[src/rtl/seq_pattern_tx.sv]
// Serial pattern transmitter: shifts a PAT_W-bit pattern out MSB-first, repeated rep_cnt times.
// Latency: first bit on d_out one cycle after the start edge; done pulses the cycle after the last bit.
// Backpressure: none, the stream is free-running once started; abort is the only way to stop it early.
//
// Ports:
//   clk, reset_n          rising-edge clock, asynchronous active-low reset
//   pat_load, pat_in      load a new pattern (IDLE only)
//   start, rep_cnt        begin a run of rep_cnt repetitions (0 means 1), sampled in IDLE
//   gap_en                one idle cycle between repetitions, sampled at the end of each repetition
//   abort                 synchronous return to IDLE without a done pulse
//   d_out, valid          registered serial data and its qualifier
//   busy, done            run in progress (SHIFT/GAP), one-cycle completion pulse
module seq_pattern_tx #(
  parameter int                PAT_W   = 6,
  parameter logic [PAT_W-1:0]  PAT_RST = 6'b110101,
  parameter int                CNT_W   = 4
) (
  input  logic             clk,
  input  logic             reset_n,
  input  logic             pat_load,
  input  logic [PAT_W-1:0] pat_in,
  input  logic             start,
  input  logic [CNT_W-1:0] rep_cnt,
  input  logic             gap_en,
  input  logic             abort,
  output logic             d_out,
  output logic             valid,
  output logic             busy,
  output logic             done
);

  localparam int                IDX_W   = $clog2(PAT_W);
  localparam logic [IDX_W-1:0]  IDX_MAX = IDX_W'(PAT_W - 1);

  typedef enum logic [1:0] {
    ST_IDLE,
    ST_SHIFT,
    ST_GAP,
    ST_DONE
  } state_t;

  state_t             state_q, state_d;
  logic [PAT_W-1:0]   pat_reg_q, pat_reg_d;
  logic [PAT_W-1:0]   shadow_q, shadow_d;
  logic [IDX_W-1:0]   bit_idx_q, bit_idx_d;
  logic [CNT_W-1:0]   rep_left_q, rep_left_d;
  logic               d_out_q, d_out_d;
  logic               valid_q, valid_d;
  logic               busy_q, busy_d;
  logic               done_q, done_d;

  // Outputs are computed from the current state and registered, so they
  // describe what happens in the cycle after the state was entered.
  always_comb begin
    state_d    = state_q;
    pat_reg_d  = pat_reg_q;
    shadow_d   = shadow_q;
    bit_idx_d  = bit_idx_q;
    rep_left_d = rep_left_q;
    d_out_d    = 1'b0;
    valid_d    = 1'b0;
    busy_d     = 1'b0;
    done_d     = 1'b0;

    case (state_q)
      ST_IDLE: begin
        if (pat_load) begin
          pat_reg_d = pat_in;
        end
        if (start && !abort) begin
          // A load in the same cycle as start transmits the new pattern.
          shadow_d   = pat_load ? pat_in : pat_reg_q;
          rep_left_d = (rep_cnt == '0) ? CNT_W'(1) : rep_cnt;
          bit_idx_d  = IDX_MAX;
          state_d    = ST_SHIFT;
        end
      end

      ST_SHIFT: begin
        d_out_d = shadow_q[bit_idx_q];
        valid_d = 1'b1;
        busy_d  = 1'b1;
        if (bit_idx_q == '0) begin
          // Guarded decrement: rep_left never wraps below zero.
          if (rep_left_q != '0) begin
            rep_left_d = rep_left_q - CNT_W'(1);
          end
          if (rep_left_q > CNT_W'(1)) begin
            bit_idx_d = IDX_MAX;
            if (gap_en) begin
              state_d = ST_GAP;
            end
          end else begin
            state_d = ST_DONE;
          end
        end else begin
          bit_idx_d = bit_idx_q - IDX_W'(1);
        end
      end

      ST_GAP: begin
        busy_d    = 1'b1;
        bit_idx_d = IDX_MAX;
        state_d   = ST_SHIFT;
      end

      ST_DONE: begin
        done_d  = 1'b1;
        state_d = ST_IDLE;
      end

      default: begin
        state_d = ST_IDLE;
      end
    endcase

    // Abort overrides whatever the active state would have produced,
    // including a pending done pulse; pat_reg is left untouched.
    if (abort && (state_q != ST_IDLE)) begin
      state_d = ST_IDLE;
      d_out_d = 1'b0;
      valid_d = 1'b0;
      busy_d  = 1'b0;
      done_d  = 1'b0;
    end
  end

  always_ff @(posedge clk or negedge reset_n) begin
    if (!reset_n) begin
      state_q    <= ST_IDLE;
      pat_reg_q  <= PAT_RST;
      shadow_q   <= '0;
      bit_idx_q  <= '0;
      rep_left_q <= '0;
      d_out_q    <= 1'b0;
      valid_q    <= 1'b0;
      busy_q     <= 1'b0;
      done_q     <= 1'b0;
    end else begin
      state_q    <= state_d;
      pat_reg_q  <= pat_reg_d;
      shadow_q   <= shadow_d;
      bit_idx_q  <= bit_idx_d;
      rep_left_q <= rep_left_d;
      d_out_q    <= d_out_d;
      valid_q    <= valid_d;
      busy_q     <= busy_d;
      done_q     <= done_d;
    end
  end

  assign d_out = d_out_q;
  assign valid = valid_q;
  assign busy  = busy_q;
  assign done  = done_q;

endmodule

[config.mk]
export PLATFORM = sky130hd
export DESIGN_NAME = seq_pattern_tx
export DESIGN_NICKNAME = d
export VERILOG_FILES = /design/src/rtl/seq_pattern_tx.sv
export SDC_FILE = /design/constraint.sdc
export NUM_CORES = 1
export LEC_CHECK = 0
export ABC_AREA = 1
export CAP_MARGIN = 20
export CORE_MARGIN = 2
export CORE_UTILIZATION = 50
export CTS_BUF_LIST = sky130_fd_sc_hd__clkbuf_8
export DETAILED_ROUTE_END_ITERATION = 10
export PLACE_DENSITY_LB_ADDON = 0.3
export SYNTH_ARGS = -nofsm -noshare
export SYNTH_HDL_FRONTEND = slang
export SYNTH_SLANG_ARGS = --single-unit
[constraint.sdc]
create_clock -name clk -period 1.6 [get_ports clk]
set_clock_uncertainty 0.1 [all_clocks]
set_input_delay 0.24 -clock clk [delete_from_list [all_inputs] [get_ports clk]]
set_output_delay 0.24 -clock clk [all_outputs]
set_load 0.02 [all_outputs]
==> results of run 1 <==
==> metal layers <==
metal | share of wire | vias to the layer above
met2 | 0.48 | 41
met5 | 0 | -
li1 | - | 656
met1 | 0.46 | 585
met4 | 0.012 | 0
met3 | 0.049 | 4
==> sequential cells by signal (all words and copies together) (netlist names) <==
signal and flops:
pat_reg_q 6, shadow_q 6, rep_left_q 4, bit_idx_q 3, state_q 2, busy 1, d_out 1, done 1
valid 1
==> power by group <==
part	leakage, nW	internal [mW]	switching [mW]
Combinational	0.578	0.740	1.07
Clock	0.0217	0.176	0.202
Sequential	0.306	0.950	0.184
==> per-stage QoR <==
stage,cell area [um2],power (mW),std cells,utilization
floorplan,1435,2.336,196,-
global placement,1694,2.719,249,0.6197
detailed placement,1694,2.804,249,0.6197
CTS,1743,3.194,253,0.6375
global route,1799,3.624,256,0.6581
finish,1799,3.320,256,0.6581
==> cells in the final DEF, fill, tap and decap left out, drive strengths merged <==
| master | n |
|---|---|
| a21oi | 5 |
| buf | 11 |
| clkbuf | 3 |
| clkdlybuf4s50 | 19 |
| clkinvlp | 1 |
| dfrtp | 21 |
| dfstp | 4 |
| ha | 6 |
| inv | 31 |
| mux2 | 1 |
| nand2 | 71 |
| nand3 | 15 |
| nor2 | 12 |
| o21ai | 24 |
| or2 | 1 |
==> how the worst max path moves through the flow <==
stage	end	startpoint	depth (start not counted)	slack [ns]
global route	shadow_q[3]	state_q[0]	7	-0.004
detailed placement	state_q[1]	abort	8	0.03
global placement	shadow_q[5]	start	4	0.09
floorplan	shadow_q[5]	state_q[0]	5	0.17
finish	shadow_q[5]	state_q[0]	5	0.06
CTS	state_q[1]	state_q[0]	9	0.01
==> worst max-delay path: cells and delay by family (launching register included) <==
family	cells	cell delay, ns
buf+inv	2	0.14
simple gates	1	0.17
mux	1	0.35
fa+ha+maj	1	0.22
flops	1	0.45
==> kinds of logic (layout without fill, tap and decap cells) <==
| group | Yosys count | count (layout) |
|---|---|---|
| buffers and inverters | 36 | 65 |
| AO/OA/AOI/OAI | 29 | 29 |
| multiplexers | 1 | 1 |
| adder cells (fa/ha/maj) | 6 | 6 |
| flip-flops | 25 | 25 |
| AND/OR/NAND/NOR | 99 | 99 |
==> cell type report <==
type | count | area, um2 | area share
Clock inverter | 1 | 7.507 | 0.004172
Sequential cell | 25 | 631.9 | 0.3512
Inverter | 31 | 116.4 | 0.06467
Multi-Input combinational cell | 135 | 690.7 | 0.3839
Clock buffer | 3 | 41.29 | 0.02295
Tap cell | 31 | 38.79 | 0.02156
Timing Repair Buffer | 30 | 272.8 | 0.1516
==> what timing repair did <==
action | CTS | global route
buffers inserted | 0 | 3
gates resized for setup | 0 | 11
endpoints found under the setup margin | 0 | 15
==> impl_metrics.json, run 1 <==
{
  "io_buffers": 19,
  "hold_slack_ns": 0.2450,
  "drv_slew": 0,
  "yosys.area_share.simple": 0.2947,
  "antenna_found_initial": 0,
  "required_ns": 1.66,
  "synthMuxAreaShare": 0.007847,
  "vias": 1286,
  "yosysMostFrequentCell": "nand2_1",
  "reg2reg_slack_ns": 0.06,
  "clock-root-buffer": "clkbuf_8",
  "synth_cells": 196,
  "rr_worst_depth": 5,
  "ant_nets": 0,
  "grt_util_all_layers": 0.1808,
  "diodes": 0,
  "r2r-end": "shadow_q[5]",
  "gp_congestion": 0.9570,
  "cp-start-kind": "register",
  "avgViaCountPerCell": 5.023,
  "avgSynthCellArea_um2": 7.322,
  "place_hpwl_um": 2157,
  "post-route-min-period_ns": 1.535,
  "path_cells": "inv_1, ha_2, inv_2, nor2_1, mux2_2",
  "clkLatencyLatePin_ns": 0.27,
  "synth_flop_cell": "dfrtp_1",
  "use_met1": 0.2303,
  "layout-drive-gt1-share": 0.1911,
  "drv_cap": 0,
  "power.density_mw_per_mm2": 1845,
  "outcome": "finished clean",
  "first_pass_iters": 4,
  "slowest_stage": "dfrtp_2",
  "crit_path_max_fanout": 5,
  "timing.slew.headroom": 0.7808,
  "numCtsBuffers": 3,
  "worstMarginPinSlew_ns": 0.3288,
  "grt_max_degree": 26,
  "dp_slack_ns": 0.03024,
  "synth-compound-area-share": 0.1037,
  "start_util": 0.5249,
  "hp-class": "in -> async",
  "r2r_start": "state_q[0]",
  "die_h_um": 57.58,
  "pin_count": 20,
  "power.leakage_nw": 0.9049,
  "syn_area_mm2": 0.001435,
  "cts_tree": "built",
  "max_freq_mhz": 651.5,
  "yosysSeqAreaShare": 0.4394,
  "clock_path_buffers": 2,
  "gr-max-usage-layer": "met2",
  "use_met3": 0.03175,
  "cp-end-kind": "register",
  "fin_setup_tns_ns": 0,
  "yosys.area_share.xor_xnor": 0,
  "clkTransAtPathRegs_ns": 0.09,
  "area_growth_pct": 25.37,
  "synth_top_cell_by_area": "dfrtp_1",
  "num_rows": 19,
  "period_share": 0.9594,
  "worstPathArrival_ns": 1.60,
  "synth_nets": 218,
  "yosys-top-cells-count": "66 x nand2_1, 28 x inv_1, 21 x dfrtp_1",
  "synth_top_family_by_area": "simple AND/OR/NAND/NOR gates",
  "ir_drop_mv": 1.085,
  "synth-adder-area-share": 0.05231,
  "synth_top_area_frac": 0.3662,
  "fill_cells": 243,
  "cts.sinks": 25,
  "wl_per_cell_um": 11.31,
  "nets": 248,
  "overflow": 0,
  "synth_edf_count": 0,
  "die-area_mm2": 0.003315,
  "cts_hold_buf": 0,
  "drc_errors": 0,
  "yosysWarnings": 0,
  "htreeDepth": 1,
  "wl_um": 2896,
  "slowest_delay_ns": 0.45,
  "synth_top_cells_by_area": "dfrtp_1 37%, nand2_1 17%, dfstp_2 7.3%, inv_1 7.3%, o21ai_0 7.0%",
  "core-area_mm2": 0.002734,
  "met2_usage": 0.3052,
  "synth.distinct_cells": 20,
  "die_w_um": 57.58,
  "hold_violations": 0,
  "layout_setup_ws_ns": 0.06497,
  "critPathKind": "reg -> reg",
  "drt_iter0_drc": 78,
  "ys_seq_elements": 25,
  "grt_pass1_wl_um": 4733,
  "grt_pass1_vias": 1166,
  "async_flop_share": 1.000,
  "setup_violations": 0
}
Power figures use the tool's default switching activity.
==> inputs of run 2 (changes only) <==
--- a/config.mk
+++ b/config.mk
@@ -15,3 +15,4 @@
 export SYNTH_ARGS = -nofsm -noshare
 export SYNTH_HDL_FRONTEND = slang
 export SYNTH_SLANG_ARGS = --single-unit
+export TNS_END_PERCENT = 50
==> results of run 2 <==
The final DEF is identical to that of run 1; final timing and power are the same.
